$ cat src/rtl/rotate_sequencer_pkg.sv
// ============================================================================
// Module      : rotate_pkg
// Description : Shared widths, FSM state type and sizing helper for the
//               rotation sequencer.
// Revision    : 1.0 - initial release
// ============================================================================
`default_nettype none

package rotate_pkg;

    localparam int SEL_W       = 3;
    localparam int NUM_POS_MAX = 8;

    typedef enum logic [0:0] {
        PAUSE = 1'b0,
        RUN   = 1'b1
    } state_t;

    // Prescaler width for a divide-by-div counter; never narrower than 1 bit.
    function automatic int presc_width(input int div);
        return (div < 2) ? 1 : $clog2(div);
    endfunction

endpackage

`default_nettype wire

$ cat src/rtl/rot_sync.sv
// ============================================================================
// Module      : rot_sync
// Description : Two-flop synchroniser for an asynchronous board input, with an
//               optional rising-edge pulse on the synchronised level.
// Revision    : 1.0 - initial release
// ============================================================================
`default_nettype none

module rot_sync #(
    parameter bit EDGE_EN = 1'b0
) (
    input  logic clk,
    input  logic rst_n,
    input  logic i_async,
    output logic o_sync,
    output logic o_rise
);

    logic r_meta;
    logic r_sync;

    always_ff @(posedge clk or negedge rst_n) begin
        if (!rst_n) begin
            r_meta <= 1'b0;
            r_sync <= 1'b0;
        end else begin
            r_meta <= i_async;
            r_sync <= r_meta;
        end
    end

    assign o_sync = r_sync;

    generate
        if (EDGE_EN) begin : g_edge
            logic r_dly;

            always_ff @(posedge clk or negedge rst_n) begin
                if (!rst_n) begin
                    r_dly <= 1'b0;
                end else begin
                    r_dly <= r_sync;
                end
            end

            assign o_rise = r_sync & ~r_dly;
        end else begin : g_no_edge
            assign o_rise = 1'b0;
        end
    endgenerate

endmodule

`default_nettype wire

$ cat src/rtl/rotate_sequencer.sv
// ============================================================================
// Module      : rotate_sequencer
// Description : Rotation-select generator for the five-digit rotating display;
//               free-runs at TICK_DIV or single-steps while paused.
//               Optional step debounce: define ROTATE_STEP_DEBOUNCE_EN.
// Revision    : 1.0 - initial release
// ============================================================================
`default_nettype none

module rotate_sequencer
    import rotate_pkg::*;
#(
    parameter int TICK_DIV   = 50000000,
    parameter int NUM_POS    = 5,
    parameter int DEB_CYCLES = 1000000
) (
    input  logic             clk,
    input  logic             rst_n,
    input  logic             run,
    input  logic             step,
    input  logic             dir,
    input  logic             clr,
    output logic [SEL_W-1:0] selc,
    output logic             tick,
    output logic             running
);

    localparam int                   c_PRESC_W    = presc_width(TICK_DIV);
    localparam logic [c_PRESC_W-1:0] c_PRESC_LAST = c_PRESC_W'(TICK_DIV - 1);
    localparam logic [SEL_W-1:0]     c_POS_LAST   = SEL_W'(NUM_POS - 1);

    logic                 w_run_s;
    logic                 w_step_s;
    logic                 w_step_edge;
    logic                 w_step_rise;
    logic                 w_dir_s;
    logic                 w_clr_s;
    logic [2:0]           w_unused_rise;

    state_t               r_state;
    state_t               w_state_nxt;
    logic [c_PRESC_W-1:0] r_presc;
    logic [c_PRESC_W-1:0] w_presc_nxt;
    logic [SEL_W-1:0]     r_selc;
    logic [SEL_W-1:0]     w_selc_nxt;
    logic                 r_tick;
    logic                 w_tick_nxt;
    logic                 r_running;
    logic                 w_adv;

    rot_sync #(.EDGE_EN(1'b0)) u_sync_run (
        .clk(clk), .rst_n(rst_n), .i_async(run),  .o_sync(w_run_s),  .o_rise(w_unused_rise[0])
    );
    rot_sync #(.EDGE_EN(1'b0)) u_sync_dir (
        .clk(clk), .rst_n(rst_n), .i_async(dir),  .o_sync(w_dir_s),  .o_rise(w_unused_rise[1])
    );
    rot_sync #(.EDGE_EN(1'b0)) u_sync_clr (
        .clk(clk), .rst_n(rst_n), .i_async(clr),  .o_sync(w_clr_s),  .o_rise(w_unused_rise[2])
    );
    rot_sync #(.EDGE_EN(1'b1)) u_sync_step (
        .clk(clk), .rst_n(rst_n), .i_async(step), .o_sync(w_step_s), .o_rise(w_step_edge)
    );

`ifdef ROTATE_STEP_DEBOUNCE_EN
    localparam int               c_DEB_W   = $clog2(DEB_CYCLES + 2);
    localparam logic [c_DEB_W-1:0] c_DEB_HIT = c_DEB_W'(DEB_CYCLES);
    localparam logic [c_DEB_W-1:0] c_DEB_SAT = c_DEB_W'(DEB_CYCLES + 1);

    logic [c_DEB_W-1:0] r_deb_cnt;
    logic               w_step_edge_unused;

    assign w_step_edge_unused = w_step_edge;

    // Counter saturates one past the hit value so a held press fires once.
    always_ff @(posedge clk or negedge rst_n) begin
        if (!rst_n) begin
            r_deb_cnt <= '0;
        end else if (!w_step_s) begin
            r_deb_cnt <= '0;
        end else if (r_deb_cnt != c_DEB_SAT) begin
            r_deb_cnt <= r_deb_cnt + c_DEB_W'(1);
        end
    end

    assign w_step_rise = w_step_s && (r_deb_cnt == c_DEB_HIT);
`else
    localparam int c_deb_unused = DEB_CYCLES;

    assign w_step_rise = w_step_edge;
`endif

    always_ff @(posedge clk or negedge rst_n) begin
        if (!rst_n) begin
            r_state   <= PAUSE;
            r_presc   <= '0;
            r_selc    <= '0;
            r_tick    <= 1'b0;
            r_running <= 1'b0;
        end else begin
            r_state   <= w_state_nxt;
            r_presc   <= w_presc_nxt;
            r_selc    <= w_selc_nxt;
            r_tick    <= w_tick_nxt;
            r_running <= (w_state_nxt == RUN);
        end
    end

    always_comb begin
        w_state_nxt = r_state;
        w_adv       = 1'b0;
        w_presc_nxt = '0;
        w_selc_nxt  = r_selc;
        w_tick_nxt  = 1'b0;

        case (r_state)
            PAUSE: begin
                w_adv = w_step_rise;
                if (w_run_s) w_state_nxt = RUN;
            end
            RUN: begin
                w_adv = (r_presc == c_PRESC_LAST);
                if (!w_run_s) w_state_nxt = PAUSE;
            end
            default: w_state_nxt = PAUSE;
        endcase

        // Prescaler restarts from zero on any state change and under clear.
        if ((r_state == RUN) && (w_state_nxt == RUN) && !w_clr_s) begin
            w_presc_nxt = (r_presc == c_PRESC_LAST) ? '0 : r_presc + c_PRESC_W'(1);
        end

        if (w_clr_s) begin
            w_selc_nxt = '0;
        end else if (r_selc > c_POS_LAST) begin
            w_selc_nxt = '0;
        end else if (w_adv) begin
            w_tick_nxt = 1'b1;
            if (w_dir_s) begin
                w_selc_nxt = (r_selc == '0) ? c_POS_LAST : r_selc - SEL_W'(1);
            end else begin
                w_selc_nxt = (r_selc == c_POS_LAST) ? '0 : r_selc + SEL_W'(1);
            end
        end
    end

    assign selc    = r_selc;
    assign tick    = r_tick;
    assign running = r_running;

endmodule

`default_nettype wire

$ cat config.mk
export PLATFORM = sky130hd
export DESIGN_NAME = rotate_sequencer
export DESIGN_NICKNAME = d
export VERILOG_FILES = /design/src/rtl/rotate_sequencer_pkg.sv /design/src/rtl/rot_sync.sv /design/src/rtl/rotate_sequencer.sv
export SDC_FILE = /design/constraint.sdc
export NUM_CORES = 1
export LEC_CHECK = 0
export CORE_MARGIN = 4
export CORE_UTILIZATION = 58
export CTS_CLUSTER_DIAMETER = 100
export DETAILED_ROUTE_END_ITERATION = 16
export GPL_ROUTABILITY_DRIVEN = 0
export PLACE_DENSITY = 0.84
export SYNTH_ARGS = -nofsm -noshare
export SYNTH_HDL_FRONTEND = slang
export SYNTH_HIERARCHICAL = 1
export SYNTH_SLANG_ARGS = --single-unit
export TNS_END_PERCENT = 5
$ cat constraint.sdc
create_clock -name clk -period 1.7 [get_ports clk]
set_input_delay 0.255 -clock clk [delete_from_list [all_inputs] [get_ports clk]]
set_output_delay 0.255 -clock clk [all_outputs]
set_load 0.02 [all_outputs]
# ---- Yosys cells after proc, flatten, opt, wreduce, memory -nomap -nowiden
# Cells that the tools add are included.
dict set report classes {
  n_addsub 3
  n_mul 0
  n_div 0
  order_cmp 1
  eq_ne 2
  shifts 0
  mux 13
  n_bitwise 3
  n_reduce_logical 5
}
# operator count
set op_table {}
lappend op_table {{$mux W26} 2}
lappend op_table {{$add A26 B1 Y26 const B} 1}
lappend op_table {{$eq A26 B26 Y1 const B} 1}
lappend op_table {{$mux W3} 6}
lappend op_table {{$mux W1} 4}
lappend op_table {{$add A3 B1 Y3 const B} 1}
lappend op_table {{$eq A3 B3 Y1 const B} 1}
lappend op_table {{$gt A3 B3 Y1 const B} 1}
lappend op_table {{$logic_not A3 Y1} 1}
lappend op_table {{$reduce_bool A3 Y1} 1}
lappend op_table {{$sub A3 B1 Y3 const B} 1}
lappend op_table {{$logic_and A1 B1 Y1} 2}
lappend op_table {{$not A1 Y1} 2}
lappend op_table {{$pmux W1 S2} 1}
lappend op_table {{$and A1 B1 Y1} 1}
lappend op_table {{$logic_not A1 Y1} 1}
dict set report word_totals {
  register_bits 40
  latch_bits 0
  ram_bits 0
  romBits 0
  in_bits 6
  output_inout_bits 5
  word_cells 40
  n_memories 0
}

# ---- Longest topological paths before layout
dict set report depth {
  word_depth 6
  ltp_mapped 7
  mapped_depth_nobuf 7
}

# ---- Modules after synthesis
# Netlist, hierarchy kept.
# module n_inst cells_each area_each_um2 seq_area_each_um2
set by_module_without_submodules {}
lappend by_module_without_submodules {rotate_sequencer 1 175 1724.2 775.7}
lappend by_module_without_submodules {{rot_sync (u_sync_clr ...)} 3 4 61.3 50.0}
lappend by_module_without_submodules {{rot_sync (u_sync_step)} 1 4 88.8 75.1}

# ---- Worst setup path before layout
# OpenSTA, ideal clock, no wires.
dict set report synth_timing {
  path_kind {register to register}
  startpoint {register r_selc[0] (netlist: selc[0])}
  endpoint {register r_selc[1] (netlist: selc[1])}
  setup_ns 0.080
  t_arrival_ns 1.464
  required_ns 1.620
  slack_ns 0.156
  stages_incl_launch_ff 8
  path_buffers 0
  synth_period_minus_slack_ns 1.544
  cell_sequence {dfrtp_1 -> inv_1 -> ha_1 -> inv_1 -> ha_1 -> nor2_1 -> o211ai_1 -> mux2i_1}
}
dict set report synth_via {
  elab_chain_cells 6
  elab_cells_between_ends 12
  classes_between {add/sub (2); order compare (1); eq/ne (1); mux (6); reduce/logical (2)}
}
# element line
set synth_lines {}
lappend synth_lines {{from (decl)} rotate_sequencer.sv:44} ;# logic [SEL_W-1:0] r_selc;
lappend synth_lines {{from (signal assigned)} rotate_sequencer.sv:102} ;# r_selc <= w_selc_nxt;
lappend synth_lines {{$add A3 B1 Y3, or another cell as far along} rotate_sequencer.sv:141} ;# w_selc_nxt = (r_selc == c_POS_LAST) ? '0 : r_selc + SEL_W'(1);
lappend synth_lines {{$mux W3, on equally long branches} {rotate_sequencer.sv:141, rotate_sequencer.sv:139}}
lappend synth_lines {{$mux W3} rotate_sequencer.sv:138} ;# if (w_dir_s) begin
lappend synth_lines {{$mux W3} rotate_sequencer.sv:136} ;# end else if (w_adv) begin
lappend synth_lines {{$mux W3} rotate_sequencer.sv:134} ;# end else if (r_selc > c_POS_LAST) begin
lappend synth_lines {{$mux W3} rotate_sequencer.sv:132} ;# if (w_clr_s) begin
# Parallel ways exist; a longest one is shown, timed or not. The select of a mux whose other input is x is not followed.
# A chain may end at the register's enable or synchronous reset.

# ---- Worst setup path after layout
dict set report layout_timing {
  startpoint {register r_presc[14]}
  endpoint {register r_presc[22]}
}
dict set report layout_via {
  elab_chain_cells 3
  elab_cells_between_ends 4
  classes_between {add/sub (1); eq/ne (1); mux (2)}
}
# element line
set layout_lines {}
lappend layout_lines {{from (decl)} rotate_sequencer.sv:42} ;# logic [c_PRESC_W-1:0] r_presc;
lappend layout_lines {{from (signal assigned)} rotate_sequencer.sv:101} ;# r_presc <= w_presc_nxt;
lappend layout_lines {{$add A26 B1 Y26 / $eq A26 B26 Y1 (equally long branches)} rotate_sequencer.sv:129} ;# w_presc_nxt = (r_presc == c_PRESC_LAST) ? '0 : r_presc + c_PRESC_W'(1);
lappend layout_lines {{$mux W26 *} rotate_sequencer.sv:129}
lappend layout_lines {{$mux W26 *} rotate_sequencer.sv:128} ;# if ((r_state == RUN) && (w_state_nxt == RUN) && !w_clr_s) begin
lappend layout_lines {{net w_presc_nxt[22]} rotate_sequencer.sv:43} ;# logic [c_PRESC_W-1:0] w_presc_nxt;
# Mark *: on every way through the listed nets, which the timed path passes. The rest lies on a longest branch.

==> run_results.csv <==
group,metric,value,unit
global_route,grt_max_degree,41,
cells_and_area,largest_reg_flops,26,
worst_hold_path,min_path_cells,1,
floorplanning,initial_utilization,62.3,%
clock_tree,clock-root-buffer,"clkbuf_4",
clock_tree,cts_tree,"done",
critical_path,r2r_cells,6,
clock_tree,cts.sinks,40,
global_route,grt_pass1_vias,1506,
clock_tree,clkTransAtPathRegs,120,ps
synthesis,synth_area,1960,um^2
floorplanning,fp-row-count,20,
detailed_routing,route.vias.total,1569,
timing,fin_tns_setup,0,ps
clock_tree,cts_buffers,5,
power,power.leakage,1.02,nW
placed_design,place_hpwl,2740,um
timing,max_freq,0.595,GHz
cells_and_area,drive_gt1_share,18.9,%
critical_path,end_kind,"flop",
global_route,grt_antenna_before_repair,0,
synthesis,syn_inst,185,
timing,drv_slew,0,
floorplanning,fp.dieW,66.2,um
timing,rsz0062_at_grt,"yes",
timing,maxSlewHeadroom,66.9,%
floorplanning,io_pins,11,
detailed_routing,via_per_inst,6.01,
synthesis,syn_avg_cell_area,10.6,um^2
clock_tree,clk_latency,340,ps
timing,worst_pin_slew,497,ps
global_route,gr-total-overflow,0,
status,status,"finished, final reports clean",
cells_and_area,utilization,73.8,%
job,max_cap_violations,0,
critical_path,critPathBufInv,2,
timing,setup_viol,0,
detailed_routing,wl_per_cell,15.5,um
critical_path,cp.arrival,1900,ps
global_route,grt_pass1_wl,6620,um
clock_tree,h-tree-depth,2,
timing,fin_worst_skew,13.4,ps
timing,hold_viol,0,
cells_and_area,top_register,"r_presc",
critical_path,path_class,"flop to flop",
synthesis,syn-num-nets,198,
clock_tree,clockBufferDepth,2,
critical_path,critPathMaxFanout,14,
critical_path,cp_slowest_cell,"dfrtp_1",
cells_and_area,antenna_cells,0,
floorplanning,die_area,4380,um^2
detailed_routing,drt-total-wl,4030,um
global_route,grt_usage,19.6,%
floorplanning,die_h,66.2,um
critical_path,critPathMaxStageDelay,410,ps
cells_and_area,nNetsFinal,229,
timing,timing.hold.ws,359,ps
detailed_routing,drc_errors,0,
power,ir_drop,0.000572,V
floorplanning,coreArea,3150,um^2
detailed_routing,ant_nets,0,
power,power_density,671,nW/um^2
placed_design,port_buffers,10,
detailed_routing,drt_iter0_drc,220,
cells_and_area,syn_to_final_growth,18.5,%
timing,fin_crit_sh,98.9,%
detailed_routing,drtPass1Iterations,4,
synthesis,synth_warnings,6,
critical_path,cp.depth,6,
critical_path,crit_family,"simple AND/OR/NAND/NOR gates",
timing,min_period,1680,ps
worst_hold_path,hold_path.class,"input pin to flop",
cells_and_area,stdcell_area,2330,um^2
placed_design,dpl-instance-area,2130,um^2
critical_path,crit_chain,"nand4_1 > nor4_2 > buf_4 > a31o_1 > buf_6 > a21oi_1",
critical_path,required,1920,ps
critical_path,worstSetupStartpointType,"flop",
-- path summary, 6_finish.rpt --
check	from	endpoint	slack, ps
min reg2reg	u_sync_run/r_meta$_DFF_PN0_	u_sync_run/o_sync$_DFF_PN0_	360
max	r_presc[14]$_DFF_PN0_	r_presc[22]$_DFF_PN0_	20
max reg2reg	r_presc[14]$_DFF_PN0_	r_presc[22]$_DFF_PN0_	20
max in group asynchronous	rst_n	u_sync_clr/o_sync$_DFF_PN0_	840
min	run	u_sync_run/r_meta$_DFF_PN0_	360
min in group asynchronous	rst_n	r_presc[15]$_DFF_PN0_	500
-- final cells by class --
type                    instances  area [um^2]
multi-input cells             132          930
flip-flops and latches         40         1000
fillers                       212          826
well taps                      44         55.1
clock buffers                   8         58.8
inverters                       7         26.3
repair buffers                 30          256
-- power by group --
group | switching, mW | internal [mW] | leakage, nW
registers | 0.0141 | 0.967 | 0.535
logic | 0.0523 | 0.0401 | 0.457
clock network | 0.283 | 0.204 | 0.0326
total | 0.350 | 1.21 | 1.02
-- layer usage --
metal  track usage, %  share of wire, %
met1             24.7                42
met2             32.7                51
met3             4.25               4.8
met4             7.61               2.2
met5                0                 0
-- what timing repair did --
action	4_1_cts	5_1_grt
gates resized for setup	2	11
endpoints found under the setup margin	3	31
endpoints found under the hold margin	40	0
setup buffers	0	10
hold buffers	1	0
pin swaps	0	1
-- metrics by stage --
step                instances  setup WS (ps)  total power [mW]
floorplan                 185            156              1.04
global placement          242           95.1              1.08
detailed placement        242           15.0              1.09
CTS                       251           24.9              1.57
global route              261          -78.8              1.62
finish                    261           18.0              1.56
-- placed cells by master (no fill, tap or decap), types with 4 or more instances in the layout --
cell type / n
clkdlybuf4s50_1: 7
nand3_1: 10
xor2_1: 8
a21oi_1: 13
ha_1: 7
nand2_1: 14
o31ai_1: 6
dfrtp_1: 40
or3_1: 7
o21ai_0: 9
buf_4: 17
nor2_1: 12
inv_1: 7
or4_1: 7
clkbuf_4: 5
mux2i_1: 5
nand4_1: 4
No activity file was read; power rests on OpenSTA's default activity.
